--- src/rtl/btn_gesture_decoder.sv ---
// Classifies a debounced active-low button into short/long/double/repeat pulses.
// All outputs are registered; event pulses last one cycle and never overlap.
module btn_gesture_decoder #(
    parameter int LONG_CYCLES = 50_000_000,
    parameter int GAP_CYCLES  = 12_500_000,
    parameter int RPT_CYCLES  = 10_000_000,
    parameter int CNT_W       = 26
) (
    input  logic clk_i,
    input  logic rst_i,
    input  logic en_i,
    input  logic btn_n_i,
    output logic pressed_o,
    output logic short_o,
    output logic long_o,
    output logic double_o,
    output logic repeat_o
);

    localparam longint MAX_A = (LONG_CYCLES > GAP_CYCLES) ? LONG_CYCLES : GAP_CYCLES;
    localparam longint MAX_P = (MAX_A > RPT_CYCLES) ? MAX_A : RPT_CYCLES;

    if (MAX_P >= (longint'(1) << CNT_W)) begin : g_cnt_w_err
        $error("btn_gesture_decoder: CNT_W too small for cycle parameters");
    end

    localparam logic [CNT_W-1:0] LONG_M1 = CNT_W'(LONG_CYCLES - 1);
    localparam logic [CNT_W-1:0] GAP_M1  = CNT_W'(GAP_CYCLES - 1);
    localparam logic [CNT_W-1:0] RPT_M1  = CNT_W'(RPT_CYCLES - 1);

    typedef enum logic [2:0] {IDLE, PRESS1, GAP, PRESS2, HELD} state_t;

    state_t           state, state_nx;
    logic [CNT_W-1:0] cnt, cnt_nx;
    logic             short_nx, long_nx, double_nx, repeat_nx;

    always_comb begin
        state_nx  = state;
        cnt_nx    = cnt + CNT_W'(1);
        short_nx  = 1'b0;
        long_nx   = 1'b0;
        double_nx = 1'b0;
        repeat_nx = 1'b0;
        case (state)
            IDLE: begin
                cnt_nx = '0;
                if (!btn_n_i) state_nx = PRESS1;
            end
            // release is tested first so it beats a coincident threshold
            PRESS1: begin
                if (btn_n_i) begin
                    state_nx = GAP;
                end else if (cnt == LONG_M1) begin
                    long_nx  = 1'b1;
                    state_nx = HELD;
                end
            end
            GAP: begin
                if (!btn_n_i) begin
                    state_nx = PRESS2;
                end else if (cnt == GAP_M1) begin
                    short_nx = 1'b1;
                    state_nx = IDLE;
                end
            end
            PRESS2: begin
                cnt_nx = '0;
                if (btn_n_i) begin
                    double_nx = 1'b1;
                    state_nx  = IDLE;
                end
            end
            HELD: begin
                if (btn_n_i) begin
                    state_nx = IDLE;
                end else if (cnt == RPT_M1) begin
                    repeat_nx = 1'b1;
                    cnt_nx    = '0;
                end
            end
            default: begin
                state_nx = IDLE;
                cnt_nx   = '0;
            end
        endcase
        if (state_nx != state) cnt_nx = '0;
        if (!en_i) begin
            state_nx  = IDLE;
            cnt_nx    = '0;
            short_nx  = 1'b0;
            long_nx   = 1'b0;
            double_nx = 1'b0;
            repeat_nx = 1'b0;
        end
    end

    always_ff @(posedge clk_i) begin
        if (rst_i) begin
            state     <= IDLE;
            cnt       <= '0;
            pressed_o <= 1'b0;
            short_o   <= 1'b0;
            long_o    <= 1'b0;
            double_o  <= 1'b0;
            repeat_o  <= 1'b0;
        end else begin
            state     <= state_nx;
            cnt       <= cnt_nx;
            pressed_o <= !btn_n_i;
            short_o   <= short_nx;
            long_o    <= long_nx;
            double_o  <= double_nx;
            repeat_o  <= repeat_nx;
        end
    end

endmodule

--- config.mk ---
export PLATFORM = sky130hd
export DESIGN_NAME = btn_gesture_decoder
export DESIGN_NICKNAME = d
export VERILOG_FILES = /design/src/rtl/btn_gesture_decoder.sv
export SDC_FILE = /design/constraint.sdc
export NUM_CORES = 1
export LEC_CHECK = 0
export CAP_MARGIN = 15
export CORE_MARGIN = 3
export CORE_UTILIZATION = 35
export DETAILED_ROUTE_END_ITERATION = 10
export GPL_TIMING_DRIVEN = 0
export HOLD_SLACK_MARGIN = 0.1
export SLEW_MARGIN = 40
export SYNTH_ARGS = -nofsm -noshare
export SYNTH_HDL_FRONTEND = slang
export SYNTH_SLANG_ARGS = --single-unit
--- constraint.sdc ---
create_clock -name clk_i -period 1.9 [get_ports clk_i]
set_input_delay 0.285 -clock clk_i [delete_from_list [all_inputs] [get_ports clk_i]]
set_output_delay 0.285 -clock clk_i [all_outputs]
set_load 0.005 [all_outputs]
== Word level (Yosys, flattened, before mapping) ==
Cells that the tools add are included.
W data, S select, Z words.
Cells by class
  reduce and logical (&&, ||, !) cells: 10
  add/subtract/negate cells: 1
  bitwise operators: 6
  multiplexer cells: 14
  equal/unequal tests: 8
Operators with widths (count)
  $eq A26 B24 Y1 const B: 2
  $mux W26: 2
  $pmux W26 S2: 1
  $add A26 B1 Y26 const B: 1
  $eq A26 B26 Y1 const B: 1
  $mux W3: 6
  $pmux W3 S4: 1
  $reduce_or A4 Y1: 3
  $eq A3 B2 Y1 const B: 2
  $not A1 Y1: 6
  $reduce_or A2 Y1: 3
  $reduce_or A3 Y1: 2
  $mux W1: 4
  $eq A3 B1 Y1 const B: 1
  $eq A3 B3 Y1 const B: 1
  $logic_not A3 Y1: 1
  $ne A3 B3 Y1: 1
  $logic_not A1 Y1: 1
Storage, ports and cells
  logic and storage cells: 46
  register bits: 34
  output and inout port bits: 5
  bits of input ports: 4

== Logic depth before layout (Yosys ltp) ==
Gate-level depths: netlist (run 1).
  word-level depth: 6
  gate-level depth with buffers: 7
  gate-level depth less buffers: 6

== Worst setup path after synthesis (run 1) ==
OpenSTA, ideal clock, no wires.
  path kind: reg-to-reg
  from: register cnt[17]
  to: register cnt[10]
  clock period less this slack: 2.059 ns
  data required time: 1.768 ns
  setup slack: -0.159 ns
  cell stages (with the launch flop): 8
  data arrival time: 1.928 ns
  cells stage by stage: dfxtp_1 buf_4 or4b_1 or3_1 o41a_1 o211ai_2 buf_6 nor3_1
Between the ends
  cells in the longest elaborated chain, start to end: 6
  elaborated cells on any way between the ends: 13
  those cells by class: 4 x eq/ne; 8 x mux; 1 x reduce/logical
RTL lines
  from (decl): line 34  | logic [CNT_W-1:0] cnt, cnt_nx;
  from (signal assigned): line 108  | cnt <= cnt_nx;
  $eq A26 B24 Y1 or $eq A26 B26 Y1 (tied branches): line 61, 53
  $mux W3, on equally long branches: line 61, 53
  $mux W3, on equally long branches: line 59, 51
  $pmux W3 S4: line 44  | case (state)
  $ne A3 B3 Y1: line 86  | if (state_nx != state) cnt_nx = '0;
  $reduce_or A3 Y1 (no source line)
Parallel ways exist; a longest one is shown, timed or not.
A chain may end at the register's enable or synchronous reset.

== Final worst setup path (run 1) ==
  from: register cnt[8]
  to: register cnt[17]
Between the ends
  cells in the longest elaborated chain, start to end: 6
  elaborated cells on any way between the ends: 14
  those cells by class: 1 x add/sub; 4 x eq/ne; 8 x mux; 1 x reduce/logical
RTL lines
  branches (longest 6 deep; another with $add A26 B1 Y26)
Parallel ways; which one is timed is not known.

==> flow_summary.yaml, run 1 <==
clocking:
  cts_tree: "built"
  cts_made_buffers: 5
  clock-sinks: 34
  htree_num_levels: 2
  path_clk_slew_ps: 70
  cts_max_path_buffers: 2
  clkLatencyLatePin_ps: 290
  cts-root-buf: "clkbuf_8"
final_layout:
  antenna_cells: 0
  layout_common_cells: "dfxtp_1, nor2_1, xor2_1"
  utilization: 0.464
  final_common_cell: "dfxtp_1"
  drive_above_1_share: 0.182
  area_delta_synth_final_pct: 24.8
  fin_nets: 224
timing:
  max_freq_mhz: 464
  grt_setup_unrepaired: "true"
  min_period_ps: 2150
  setup_ws_ps: -253
  hold_slack_ps: 346
  period_share: 1.13
  worst_slew_pin_slew_ps: 415
  finalSetupViolations: 17
  slew_headroom: 0.720
  fin_skew_ps: 4.83
  final_max_slew_viol_count: 0
  final_hold_viol_count: 0
yosys:
  synth_edf_count: 0
  netlist.area_leader.share: 0.410
  synthesis.instances: 199
  synth_nets: 204
  synth-seq-cells: 34
  yosysTopAreaCell: "dfxtp_1"
  yosys.cell_types.count: 36
  synth_seq_area_share: 0.410
  synthArstFlopShare: 0
  synth_top_family_by_area: "simple AND/OR/NAND/NOR gates"
  synth_xor_area_frac: 0.137
  ys_warn_count: 0
  synthAdderAreaFrac: 0.00753
  synth_compound_area_frac: 0.0377
  syn_area_mm2: 0.00166
  synth-simple-area-share: 0.364
  yosys-mux-area-fraction: 0.00602
  postSynthAreaPerCell_um2: 8.35
  synth_ff_type: "dfxtp_1"
  synth_area_leaders: "dfxtp_1, xor2_1, nor2_1, nor3_1, nand3_1"
floorplan:
  start_util: 0.371
  fp.dieW_um: 74.9
  fp.coreArea_mm2: 0.00447
  die_h_um: 74.9
  design.portCount: 9
  die_area_mm2: 0.00561
  num_rows: 24
route:
  ant_nets: 0
  wirelength_um: 3710
  first_pass_iters: 4
  drt-initial-drc-count: 78
  vias_per_cell: 5.31
  dr_total_vias: 1445
  avgRoutedWirePerCell_um: 13.6
  drcViolationCount: 0
pwr:
  peakVddDrop_mv: 0.383
  p_leak_nw: 0.661
  finalPower_mw: 1.37
  pwr_density_cell_mw_per_mm2: 659
placed_design:
  port_buffers: 7
  hpwl_um: 2520
  place_congestion: 0.793
global_routing:
  grt_pass1_vias: 1340
  antenna_found_initial: 0
  overflow: 0
  grtUsageTotal: 0.150
  grt_pass1_wl_um: 6320
  grt_max_degree: 11
setup_path:
  r2r_cells: 6
  crit_fanout: 10
  path_class: "reg2reg"
  endpoint_kind: "flop"
  critPathLaunchType: "flop"
  cp.required_ps: 2070
  critPathArrivalTime_ps: 2330
min_path:
  min_path_cells: 2
  min_path_type: "in2reg"
status:
  status: "finished, violations left"
  violations: "setup timing"
job:
  cap_violations: 0
[path summary, 6_finish.rpt]
kind	to	slack [ps]	start
hold reg to reg	cnt[0]$_SDFF_PP0_	460	cnt[0]$_SDFF_PP0_
setup / recovery	cnt[17]$_SDFF_PP0_	-250	cnt[8]$_SDFF_PP0_
hold / removal	pressed_o$_SDFF_PP0_	350	btn_n_i
setup reg to reg	cnt[17]$_SDFF_PP0_	-250	cnt[8]$_SDFF_PP0_
[cell families (layout without fill, tap and decap cells)]
family / count (synthesis) / in the layout
compound gates: 8 / 8
xor+xnor: 26 / 26
fa+ha+maj: 1 / 1
buf+inv: 14 / 35
flops: 34 / 34
mux: 1 / 1
simple gates: 115 / 115
[flip-flops by register name, indices dropped and copies added, names as in the netlist]
signal and count:
cnt 26, long_o 1, state 3, short_o 1, pressed_o 1, repeat_o 1, double_o 1
[cells in the mapped netlist, drive strengths merged, types with 2 or more instances]
master / instances
buf: 2
clkbuf: 7
dfxtp: 34
inv: 5
nand2: 16
nand2b: 2
nand3: 16
nand4: 12
nor2: 27
nor2b: 2
nor3: 20
nor4: 4
nor4b: 4
o211ai: 2
or3: 3
or4: 2
or4b: 2
xnor2: 9
xor2: 17
[routing by layer]
layer | share of wire | GRT usage | routed length [um]
met2 | 0.46 | 0.237 | 1720
met1 | 0.47 | 0.190 | 1740
met5 | 0 | 0 | 0
met3 | 0.045 | 0.0414 | 168
met4 | 0.022 | 0.0672 | 81
[metrics by stage]
step / setup TNS [ps] / cells / instance area [um^2] / setup slack, ps
4_1_cts: -4690 / 270 / 2000 / -305
6_report: -3760 / 272 / 2070 / -253
3_3_place_gp: -9790 / 258 / 1800 / -477
2_1_floorplan: -1510 / 199 / 1670 / -149
5_1_grt: -5150 / 272 / 2070 / -334
3_5_place_dp: -9770 / 258 / 1800 / -493
[power breakdown]
part | switching, mW | total, mW | internal [mW] | leakage [nW]
Combinational | 0.0165 | 0.0315 | 0.0150 | 0.325
Sequential | 0.00258 | 0.714 | 0.711 | 0.278
Clock | 0.257 | 0.623 | 0.366 | 0.0575
Total | 0.276 | 1.37 | 1.09 | 0.661
[final cells by class]
cell class              instances  area (um^2)
multi-input cells             151         1010
fillers                       453         2400
inverters                       5         18.8
clock buffers                   8          110
well taps                      52         65.1
repair buffers                 16          141
flip-flops and latches         34          696
plain buffers                   6         35.0
[timing repair]
item / 4_1_cts / 5_1_grt
hold buffers: 0 / 0
resized for setup: 16 / 13
pin swaps: 2 / 3
endpoints found under the setup margin: 28 / 29
buffers inserted: 6 / 3
[critical path: stages, from the launching register on]
cell and delay, ps:
dfxtp_4 350, or4b_4 530, or3_4 340, o41a_1 350, o211ai_4 230, buf_6 180, nor3_1 60
Note: power is estimated with default switching activity, not from simulation.
==> run 2, diff against run 1 <==
Settings changed: CORE_UTILIZATION 35 to 40.
==> flow_summary.yaml, run 2 (synthesis gave the netlist of run 1 again) <==
status:
  status: "finished, violations left"
  violations: "setup timing"
final_layout:
  antenna_cells: 0
  largest_register_ffs: 26
  drive_above_1_share: 0.221
  instances_no_fill: 274
  utilization: 0.554
  top_register: "cnt"
  nFillCells: 350
  fin_nets: 230
  layout_common_cells: "nor2_1, dfxtp_1, xor2_1"
  top_regs: "cnt: 26 flops, state: 3 flops"
  area_delta_synth_final_pct: 27.6
clocking:
  cts_made_buffers: 5
  cts_tree: "built"
  path_clk_slew_ps: 70
  clock-sinks: 34
  clkLatencyLatePin_ps: 290
  postCtsHoldBufs: 0
  htree_num_levels: 2
  cts-root-buf: "clkbuf_8"
  cts_max_path_buffers: 2
pwr:
  pwr_density_cell_mw_per_mm2: 610
  p_leak_nw: 0.688
  finalPower_mw: 1.29
  peakVddDrop_mv: 0.325
placed_design:
  place_congestion: 0.875
  port_buffers: 7
  hpwl_um: 2660
  place_worst_setup_slack_ps: -419
  place_inst: 254
setup_path:
  critPathLaunchType: "flop"
  critPathArrivalTime_ps: 2350
  max_stage_delay_ps: 560
  cpMaxStageDelayCell: "or4_4"
  crit_fanout: 3
  r2r_cells: 5
  cp.required_ps: 2080
  path_class: "reg2reg"
  path_cells: "or4b_4 -> or3_4 -> or4_4 -> o211ai_1 -> nor2_1"
  endpoint_kind: "flop"
route:
  ant_nets: 0
  first_pass_iters: 4
  drcViolationCount: 0
  dr_total_vias: 1509
  vias_per_cell: 5.51
  avgRoutedWirePerCell_um: 14.1
  wirelength_um: 3880
  drt-initial-drc-count: 149
global_routing:
  grt_max_degree: 11
  antenna_found_initial: 0
  grt_pass1_wl_um: 7010
  grtUsageTotal: 0.178
  overflow: 0
  grt_pass1_vias: 1460
timing:
  final_max_slew_viol_count: 0
  setup_ws_ps: -273
  finalSetupViolations: 20
  max_freq_mhz: 460
  fin_skew_ps: 3.81
  period_share: 1.14
  grt_setup_unrepaired: "true"
  slew_headroom: 0.708
  min_period_ps: 2170
  worst_slew_pin_slew_ps: 434
  final_hold_viol_count: 0
floorplan:
  fp.dieW_um: 70.5
  design.portCount: 9
  fp.coreArea_mm2: 0.00383
  num_rows: 22
  die_area_mm2: 0.00496
  start_util: 0.434
  die_h_um: 70.5
min_path:
  min_path_type: "in2reg"
  min_path_cells: 2
job:
  cap_violations: 0
[run 2: metal layers]
metal | GRT usage | wire (um)
met1 | 0.236 | 1760
met2 | 0.277 | 1810
met3 | 0.0532 | 245
met4 | 0.0574 | 55
met5 | 0 | 0
[run 2: final cells by class]
cell class                      instances  area [um^2]  area share
Timing Repair Buffer                   22          186      0.0879
Multi-Input combinational cell        151         1030       0.485
Tap cell                               48         60.1      0.0283
Buffer                                  6         41.3      0.0195
Sequential cell                        34          694       0.327
Clock inverter                          1         5.00     0.00236
Inverter                                5         18.8     0.00885
Clock buffer                            7         86.3      0.0407
[run 2: power breakdown]
part	switching [mW]	total (mW)	leakage [nW]	internal, mW
clock	0.256	0.548	0.0482	0.292
combinational	0.0168	0.0316	0.362	0.0148
sequential	0.00285	0.715	0.278	0.712
total	0.275	1.29	0.688	1.02
[run 2: worst paths after layout]
kind	start	endpoint	slack [ps]
max	cnt[8]$_SDFF_PP0_	cnt[18]$_SDFF_PP0_	-270
min reg2reg	cnt[0]$_SDFF_PP0_	cnt[0]$_SDFF_PP0_	470
min	btn_n_i	pressed_o$_SDFF_PP0_	350
max reg2reg	cnt[8]$_SDFF_PP0_	cnt[18]$_SDFF_PP0_	-270
[run 2: timing repair]
| action | 4_1_cts | 5_1_grt |
|---|---|---|
| buffers inserted | 10 | 5 |
| endpoints found under the setup margin | 28 | 29 |
| pin swaps | 4 | 6 |
| resized for setup | 22 | 12 |
[run 2: worst max-delay path, delay by kind of cell, from the launching register on]
family / cells / cell delay [ps]
flip-flops: 1 / 350
AND/OR/NAND/NOR: 4 / 1490
AO/OA/AOI/OAI: 1 / 230
[run 2: metrics by stage]
step | hold WS [ps] | instance area, um^2 | TNS [ps]
6_report | 355 | 2120 | -3950
5_1_grt | 385 | 2120 | -5290
4_1_cts | 353 | 2030 | -4020
3_5_place_dp | 479 | 1800 | -9410
3_3_place_gp | 469 | 1800 | -8190
2_1_floorplan | 352 | 1670 | -1510
==> run 3, diff against run 2 <==
Settings changed: CAP_MARGIN 15 to unset, SLEW_MARGIN 40 to unset.
==> results of run 3 <==
Final layout, timing and power as in run 2 (identical DEF).
